File: src/rtl/rv32i_types.sv
`default_nettype none
// ============================================================================
// Package    : rv32i_types
// Purpose    : Shared execute-stage types. muldiv_ops is encoded as the
//              RISC-V M-extension funct3, so the decoder can pass funct3 through.
//              Bit 2 set = divide family; bit 1 set within it = remainder.
// Revision   : 1.0 - initial release
// ============================================================================
package rv32i_types;

  typedef enum logic [2:0] {
    MUL    = 3'b000,
    MULH   = 3'b001,
    MULHSU = 3'b010,
    MULHU  = 3'b011,
    DIV    = 3'b100,
    DIVU   = 3'b101,
    REM    = 3'b110,
    REMU   = 3'b111
  } muldiv_ops;

endpackage
`default_nettype wire

File: src/rtl/muldiv_unit.sv
`default_nettype none
// ============================================================================
// Module     : muldiv_unit
// Purpose    : Iterative RISC-V M-extension multiply/divide, one bit per cycle.
//              Accepts one request over valid/ready, iterates on operand
//              magnitudes, fixes signs, then holds the result until taken.
//              Divide-by-zero and signed overflow bypass the iteration.
// Ports      : clk          - clock, rising edge
//              rst          - asynchronous active-low reset
//              flush        - synchronous kill of in-flight / held operation
//              req_valid    - request present
//              req_ready    - unit idle, can accept
//              req_op       - operation (funct3 encoding)
//              req_a/req_b  - rs1 / rs2 operands
//              resp_valid   - result held
//              resp_ready   - consumer takes result
//              resp_result  - result
// Revision   : 1.0 - initial release
// ============================================================================
module muldiv_unit
  import rv32i_types::*;
#(
  parameter int WIDTH = 32
) (
  input  logic             clk,
  input  logic             rst,
  input  logic             flush,
  input  logic             req_valid,
  output logic             req_ready,
  input  muldiv_ops        req_op,
  input  logic [WIDTH-1:0] req_a,
  input  logic [WIDTH-1:0] req_b,
  output logic             resp_valid,
  input  logic             resp_ready,
  output logic [WIDTH-1:0] resp_result
);

  localparam int CNT_W = $clog2(WIDTH);
  localparam logic [WIDTH-1:0] MIN_SIGNED = {1'b1, {(WIDTH-1){1'b0}}};

  typedef enum logic [1:0] {
    S_IDLE = 2'd0,
    S_CALC = 2'd1,
    S_FIX  = 2'd2,
    S_DONE = 2'd3
  } state_t;

  state_t state, state_next;

  // Registered operation context
  muldiv_ops        op_q;
  logic             a_neg_q, b_neg_q;
  logic [WIDTH-1:0] opnd_q;   // multiplicand (mul) or divisor (div)
  logic [2*WIDTH-1:0] acc_q;  // mul: {product hi, multiplier/product lo}; div: {remainder, quotient}
  logic [CNT_W-1:0] cnt_q;
  logic [WIDTH-1:0] result_q;

  // ---------------- Request decode ----------------
  logic             is_div, a_signed, b_signed, a_neg, b_neg;
  logic [WIDTH-1:0] mag_a, mag_b;
  logic             div_zero, div_ovf, special;
  logic [WIDTH-1:0] special_result;
  logic             accept;

  assign is_div   = req_op[2];
  assign a_signed = (req_op == MULH) || (req_op == MULHSU) || (req_op == DIV) || (req_op == REM);
  assign b_signed = (req_op == MULH) || (req_op == DIV) || (req_op == REM);
  assign a_neg    = a_signed && req_a[WIDTH-1];
  assign b_neg    = b_signed && req_b[WIDTH-1];
  assign mag_a    = a_neg ? -req_a : req_a;
  assign mag_b    = b_neg ? -req_b : req_b;

  assign div_zero = is_div && (req_b == '0);
  assign div_ovf  = ((req_op == DIV) || (req_op == REM)) && (req_a == MIN_SIGNED) && (req_b == '1);
  assign special  = div_zero || div_ovf;

  // req_op[1] separates remainder ops from quotient ops within the divide family
  always_comb begin
    special_result = '0;
    if (div_zero)
      special_result = req_op[1] ? req_a : '1;
    else if (div_ovf)
      special_result = req_op[1] ? '0 : MIN_SIGNED;
  end

  assign accept = (state == S_IDLE) && req_valid && !flush;

  // ---------------- Iteration step ----------------
  // Multiply: conditionally add multiplicand into the high half, then shift
  // the whole accumulator right; the carry enters at the top.
  logic [WIDTH:0]     mul_sum;
  logic [2*WIDTH-1:0] mul_next;
  assign mul_sum  = {1'b0, acc_q[2*WIDTH-1:WIDTH]} + (acc_q[0] ? {1'b0, opnd_q} : '0);
  assign mul_next = {mul_sum, acc_q[WIDTH-1:1]};

  // Restoring divide: shift next dividend bit into the partial remainder and
  // subtract the divisor when it fits. Since remainder < divisor, the
  // difference always fits back into WIDTH bits.
  logic [WIDTH:0]     div_shift;
  logic               div_ge;
  logic [WIDTH-1:0]   div_sub;
  logic [2*WIDTH-1:0] div_next;
  assign div_shift = {acc_q[2*WIDTH-1:WIDTH], acc_q[WIDTH-1]};
  assign div_ge    = div_shift >= {1'b0, opnd_q};
  assign div_sub   = div_shift[WIDTH-1:0] - opnd_q;
  assign div_next  = {(div_ge ? div_sub : div_shift[WIDTH-1:0]), acc_q[WIDTH-2:0], div_ge};

  // ---------------- Sign fix-up ----------------
  logic [2*WIDTH-1:0] prod_fix;
  logic [WIDTH-1:0]   fix_result;
  assign prod_fix = (a_neg_q ^ b_neg_q) ? -acc_q : acc_q;

  always_comb begin
    fix_result = '0;
    case (op_q)
      MUL:                 fix_result = prod_fix[WIDTH-1:0];
      MULH, MULHSU, MULHU: fix_result = prod_fix[2*WIDTH-1:WIDTH];
      DIV, DIVU:           fix_result = (a_neg_q ^ b_neg_q) ? -acc_q[WIDTH-1:0] : acc_q[WIDTH-1:0];
      REM, REMU:           fix_result = a_neg_q ? -acc_q[2*WIDTH-1:WIDTH] : acc_q[2*WIDTH-1:WIDTH];
      default:             fix_result = '0;
    endcase
  end

  // ---------------- FSM ----------------
  always_ff @(posedge clk or negedge rst) begin
    if (!rst) state <= S_IDLE;
    else      state <= state_next;
  end

  always_comb begin
    state_next = state;
    req_ready  = 1'b0;
    resp_valid = 1'b0;
    case (state)
      S_IDLE: begin
        req_ready = 1'b1;
        if (req_valid) state_next = special ? S_DONE : S_CALC;
      end
      S_CALC:  if (cnt_q == '0) state_next = S_FIX;
      S_FIX:   state_next = S_DONE;
      S_DONE: begin
        resp_valid = 1'b1;
        if (resp_ready) state_next = S_IDLE;
      end
      default: state_next = S_IDLE;
    endcase
    if (flush) state_next = S_IDLE;
  end

  // ---------------- Datapath registers ----------------
  always_ff @(posedge clk or negedge rst) begin
    if (!rst) begin
      op_q     <= MUL;
      a_neg_q  <= 1'b0;
      b_neg_q  <= 1'b0;
      opnd_q   <= '0;
      acc_q    <= '0;
      cnt_q    <= '0;
      result_q <= '0;
    end else if (accept) begin
      op_q    <= req_op;
      a_neg_q <= a_neg;
      b_neg_q <= b_neg;
      opnd_q  <= is_div ? mag_b : mag_a;
      acc_q   <= {{WIDTH{1'b0}}, (is_div ? mag_a : mag_b)};
      cnt_q   <= CNT_W'(WIDTH - 1);
      if (special) result_q <= special_result;
    end else if ((state == S_CALC) && !flush) begin
      acc_q <= op_q[2] ? div_next : mul_next;
      if (cnt_q != '0) cnt_q <= cnt_q - CNT_W'(1);
    end else if ((state == S_FIX) && !flush) begin
      result_q <= fix_result;
    end
  end

  assign resp_result = result_q;

endmodule
`default_nettype wire

File: config.mk
export PLATFORM = sky130hd
export DESIGN_NAME = muldiv_unit
export DESIGN_NICKNAME = d
export VERILOG_FILES = /design/src/rtl/rv32i_types.sv /design/src/rtl/muldiv_unit.sv
export SDC_FILE = /design/constraint.sdc
export NUM_CORES = 1
export LEC_CHECK = 0
export BUFFER_PORTS_ARGS = -buffer_cell sky130_fd_sc_hd__buf_2
export CORE_UTILIZATION = 25
export DETAILED_ROUTE_END_ITERATION = 12
export PLACE_DENSITY = 0.49
export SLEW_MARGIN = 20
export SYNTH_ARGS = -nofsm -noshare
export SYNTH_HDL_FRONTEND = slang
export SYNTH_SLANG_ARGS = --single-unit
File: constraint.sdc
create_clock -name clk -period 5.1 [get_ports clk]
set_input_delay 0.765 -clock clk [delete_from_list [all_inputs] [get_ports clk]]
set_output_delay 0.765 -clock clk [all_outputs]
set_load 0.01 [all_outputs]
Word level (Yosys, flattened, before mapping)
Index checks and enable logic that the tools add are counted.
{"block": "totals", "reg_bits": 140, "in_bits": 72, "elab_cells": 102, "out_inout_bits": 34}
{"block": "op_classes", "muxes": 32, "reduce_logical": 31, "n_bitwise": 1, "addsub": 8, "order_cmp": 1, "eq_ne": 21}
{"operator": "$mux 32", "count": 16}
{"operator": "$mux 64", "count": 4}
{"operator": "$neg 32->32", "count": 4}
{"operator": "$pmux 32 s4", "count": 1}
{"operator": "$eq 32x32->1 const B", "count": 2}
{"operator": "$neg 64->64", "count": 1}
{"operator": "$add 32x32->33", "count": 1}
{"operator": "$ge 33x32->1", "count": 1}
{"operator": "$logic_not 32->1", "count": 1}
{"operator": "$sub 32x32->32", "count": 1}
{"operator": "$eq 3x3->1 const B", "count": 6}
{"operator": "$mux 5", "count": 3}
{"operator": "$mux 2", "count": 5}
{"operator": "$eq 3x2->1 const B", "count": 3}
{"operator": "$logic_and 1x1->1", "count": 9}
{"operator": "$ne 3x3->1 const B", "count": 3}
{"operator": "$pmux 2 s4", "count": 1}
{"operator": "$logic_or 1x1->1", "count": 7}
{"operator": "$eq 3x1->1 const B", "count": 2}
{"operator": "$reduce_and 3->1", "count": 2}
{"operator": "$reduce_bool 2->1", "count": 3}
{"operator": "$logic_not 5->1", "count": 1}
{"operator": "$reduce_bool 5->1", "count": 1}
{"operator": "$sub 5x1->5 const B", "count": 1}
{"operator": "other kinds (11)", "count": 15}

Depth between registers and ports, before layout
{"block": "logic_depth", "word_depth": 9, "ltp_mapped": 14}

Worst setup path before layout
No wires, ideal clock.
{"block": "synth_timing", "path_kind": "register to register", "from": "register acc_q[0]", "to": "register acc_q[63]", "arrival_time_ns": 3.078, "required_ns": 4.964, "stages_incl_launch_ff": 14, "slack_ns": 1.886, "n_path_buf": 1, "period_less_slack_ns": 3.214, "cell_sequence": "dfrtp_1 > inv_1 > clkbuf_1 > nor2_1 > ha_1 > a21o_1 > a221o_1 > o21ba_2 > o21ai_0 > a21oi_1 > o21ai_0 > a21o_1 > a2111oi_0 > o41ai_1"}
{"block": "synth_between", "elab_chain_len": 5}
{"element": "start, declared", "line_no": "muldiv_unit.sv:54", "text": "logic [2*WIDTH-1:0] acc_q;"}
{"element": "start signal, assigned", "line_no": "muldiv_unit.sv:165", "text": "acc_q <= {{WIDTH{1'b0}}, (is_div ? mag_a : mag_b)};"}
{"element": "start signal, assigned", "line_no": "muldiv_unit.sv:169", "text": "acc_q <= op_q[2] ? div_next : mul_next;"}
{"element": "$mux 32", "line_no": "muldiv_unit.sv:93", "text": "assign mul_sum = {1'b0, acc_q[2*WIDTH-1:WIDTH]} + (acc_q[0] ? {1'b0, opnd_q} : '0);"}
{"element": "$add 32x32->33", "line_no": "muldiv_unit.sv:93"}
{"element": "$mux 64", "line_no": "muldiv_unit.sv:169"}
{"element": "$mux 64", "line_no": "muldiv_unit.sv:168", "text": "end else if ((state == S_CALC) && !flush) begin"}
{"element": "$mux 64", "line_no": "muldiv_unit.sv:160", "text": "end else if (accept) begin"}
Every way passes these cells. The select of a mux whose other input is x is not followed.
A chain may end at the register's enable or synchronous reset.

Worst setup path in the final report
{"block": "layout_timing", "from": "register acc_q[31]", "to": "register acc_q[60]"}
{"block": "layout_between", "elab_chain_len": 5}
{"element": "$sub 32x32->32 / $ge 33x32->1 (equally long branches)", "line_no": "muldiv_unit.sv:105, muldiv_unit.sv:104"}
{"element": "$mux 32 (*)", "line_no": "muldiv_unit.sv:106", "text": "assign div_next = {(div_ge ? div_sub : div_shift[WIDTH-1:0]), acc_q[WIDTH-2:0], div_ge};"}
{"element": "$mux 64 (*)", "line_no": "muldiv_unit.sv:169"}
{"element": "$mux 64 (*)", "line_no": "muldiv_unit.sv:168"}
{"element": "$mux 64 (*)", "line_no": "muldiv_unit.sv:160"}
Mark *: on every way between the ends. The rest lies on a longest branch, timed or not. The select of a mux whose other input is x is not followed.

==> results.yml <==
sta:
  hold_viol_final: 0
  slew_violations: 0
  max_freq_mhz: 240
  max-slew-margin-rel: 0.204
  worst_hold_slack_ps: 311
  rsz0062_at_grt: "no"
  setup_violations: 0
  period_needed_ps: 4170
  period_share: 0.818
  tightest_slew_ps: 1190
  finalSetupTns_ps: 0
  skew_ps: 11.4
clocking:
  clock_tree.root_cell: "clkbuf_16"
  cts.sinks: 140
  cts_hold_buffers: 0
  ctsLongestPathBuffers: 2
  cts_inserted_buffers: 17
  tritoncts: "yes"
  worstSkewPairLatency_ps: 500
  clkSlewWorstSetupHoldPaths_ps: 70
  post-cts-setup-buffers: 0
  htree_levels: 4
  cts_resized: 0
floorplanning:
  fp.dieH_um: 247
  fp.dieArea_um2: 60800
  die_width_um: 247
  placeableCoreArea_um2: 59000
  start_util: 0.253
  io_pins: 106
  std_cell_rows: 89
synth:
  synth-simple-area-share: 0.222
  syn_nets: 2180
  synth_seq_cells: 140
  yosys.area_share.adder: 0.0654
  synth-edff-count: 0
  synth_area_um2: 15000
  yosys.area_share.xor_xnor: 0.107
  synth-main-ff-cell: "dfrtp_1"
  synth_area_leaders: "dfrtp_1 23%, ha_1 6.3%, a21oi_1 6.0%"
  avgSynthCellArea_um2: 7.37
  synth_top_area_frac: 0.234
  synth_cell_type_count: 75
  synth_compound_area_frac: 0.276
  yosysSeqAreaShare: 0.234
  synth_top_family_by_area: "compound AO/OA/AOI/OAI gates"
  yosys.area.top_type: "dfrtp_1"
  async_flop_share: 1.00
  synthMuxAreaShare: 0.0380
  yosysWarnings: 0
  netlist_instances: 2031
global_route:
  grt_antenna_before_repair: 1
  grt_pass1_wl_mm: 98.6
  first_global_vias: 15200
  track_usage: 0.219
  gr-total-overflow: 0
  grt_max_degree: 92
min_path:
  min_path_type: "in2async"
worst_setup_path:
  cp_max_fo: 6
  start_kind: "flop"
  path_class: "reg2reg"
  arrival_ps: 4560
  cp.required_ps: 5490
  critPathCaptureType: "flop"
layout:
  drive_above_1_share: 0.103
  final_cell_mix: "236 x nand2_1, 210 x nor2_1, 179 x a21oi_1, 156 x o21ai_0, 139 x dfrtp_1"
  n_fill_cell: 6478
  syn_to_final_growth_pct: 12.4
  layout_commonest_cell: "nand2_1"
  nNetsFinal: 2196
  antenna_cells: 0
placed_design:
  post-dp-hpwl_mm: 51.6
  io_buffer_count: 105
  gp_congestion: 0.953
route:
  vias_per_cell: 5.67
  drc_errors: 0
  drtAntennaViolNets: 0
  vias: 16100
  dr.pass1.iters: 5
  wire_per_inst_um: 23.5
  wirelength_mm: 66.7
  drtIter0Drc: 1670
pwr:
  pwr_density_cell_nw_per_um2: 719
  peakVddDrop_mv: 0.247
  p_leak_nw: 7.18
outcome:
  outcome: "completed"
job:
  drv_cap: 0
-- sequential cells by signal, summed over array words and instances, names as in the netlist --
| signal | flops |
|---|---|
| resp_result | 32 |
| b_neg_q | 1 |
| a_neg_q | 1 |
| state | 2 |
| acc_q | 64 |
| cnt_q | 5 |
| op_q | 3 |
| opnd_q | 32 |
-- report_power, final --
part           total [W]  switching [W]  internal [W]
Sequential       0.00243       0.000862       0.00157
Combinational    0.00826        0.00535       0.00291
Clock            0.00139       0.000602      0.000790
Total             0.0121        0.00681       0.00527
-- cell type report --
cell class | count | area, um^2 | area share
Clock buffer | 18 | 439 | 0.0261
Clock inverter | 14 | 180 | 0.0107
Inverter | 82 | 308 | 0.0183
Multi-Input combinational cell | 1668 | 10600 | 0.632
Sequential cell | 140 | 3510 | 0.209
Tap cell | 773 | 967 | 0.0575
Timing Repair Buffer | 138 | 779 | 0.0464
-- per-stage QoR --
step,setup slack [ps],total power [W],util,instances,cell area [um^2]
finish,929,0.0121,0.285,2833,16800
global route,403,0.0129,0.285,2833,16800
CTS,931,0.0119,0.285,2833,16800
detailed placement,950,0.0105,0.274,2801,16200
global placement,938,0.0105,0.274,2801,16200
floorplan,1890,0.00770,-,2031,15000
-- kinds of logic after synthesis --
kind of cell             Yosys count
adder cells (fa/ha/maj)           77
XOR/XNOR                         183
buffers and inverters            223
AND/OR/NAND/NOR                  708
multiplexers                      56
AO/OA/AOI/OAI                    644
flip-flops                       140
-- path summary, 6_finish.rpt --
kind / from / endpoint / slack (ps) / cells past startpoint
setup / recovery: acc_q[31] / acc_q[60] / 930 / 13
hold / removal: rst / resp_result[28] / 310 / 1
setup reg to reg: acc_q[31] / acc_q[60] / 930 / 13
hold reg to reg: opnd_q[13] / opnd_q[13] / 480 / 2
max in group asynchronous: rst / opnd_q[15] / 3650 / 2
min in group clk: opnd_q[13] / opnd_q[13] / 480 / 2
-- layer usage --
layer,share of wire,up-vias,routed length (um),GRT usage
met1,0.44,7880,29600,0.297
li1,-,7398,-,-
met5,0,-,0,0
met3,0.072,114,4810,0.0430
met4,0.042,0,2820,0.0962
met2,0.44,664,29500,0.334
-- synth_stat cells (12+ instances only) --
| cell | count |
|---|---|
| nand2_1 | 236 |
| nor2_1 | 213 |
| a21oi_1 | 180 |
| o21ai_0 | 156 |
| dfrtp_1 | 140 |
| clkbuf_1 | 118 |
| xnor2_1 | 97 |
| xor2_1 | 86 |
| inv_1 | 82 |
| ha_1 | 75 |
| nor3_1 | 54 |
| mux2i_1 | 50 |
| nand3_1 | 41 |
| o211ai_1 | 41 |
| nand4_1 | 35 |
| a21o_1 | 31 |
| o221ai_1 | 31 |
| o31ai_1 | 30 |
| a31oi_1 | 28 |
| nand2b_1 | 23 |
| a211oi_1 | 18 |
| nor4_1 | 18 |
| o22ai_1 | 16 |
| buf_2 | 13 |
| o21bai_1 | 13 |
| and3_1 | 12 |
-- worst max-delay path, stage by stage, from the launching register on --
cell	delay, ps
dfrtp_1	460
inv_1	230
ha_1	220
inv_1	50
fa_1	410
nand3_1	110
a21boi_0	140
a41oi_1	540
o21bai_1	310
a2111oi_0	840
o31ai_1	220
xor2_1	200
nor2_1	90
o41ai_1	240
(Power assumes the default switching activity.)
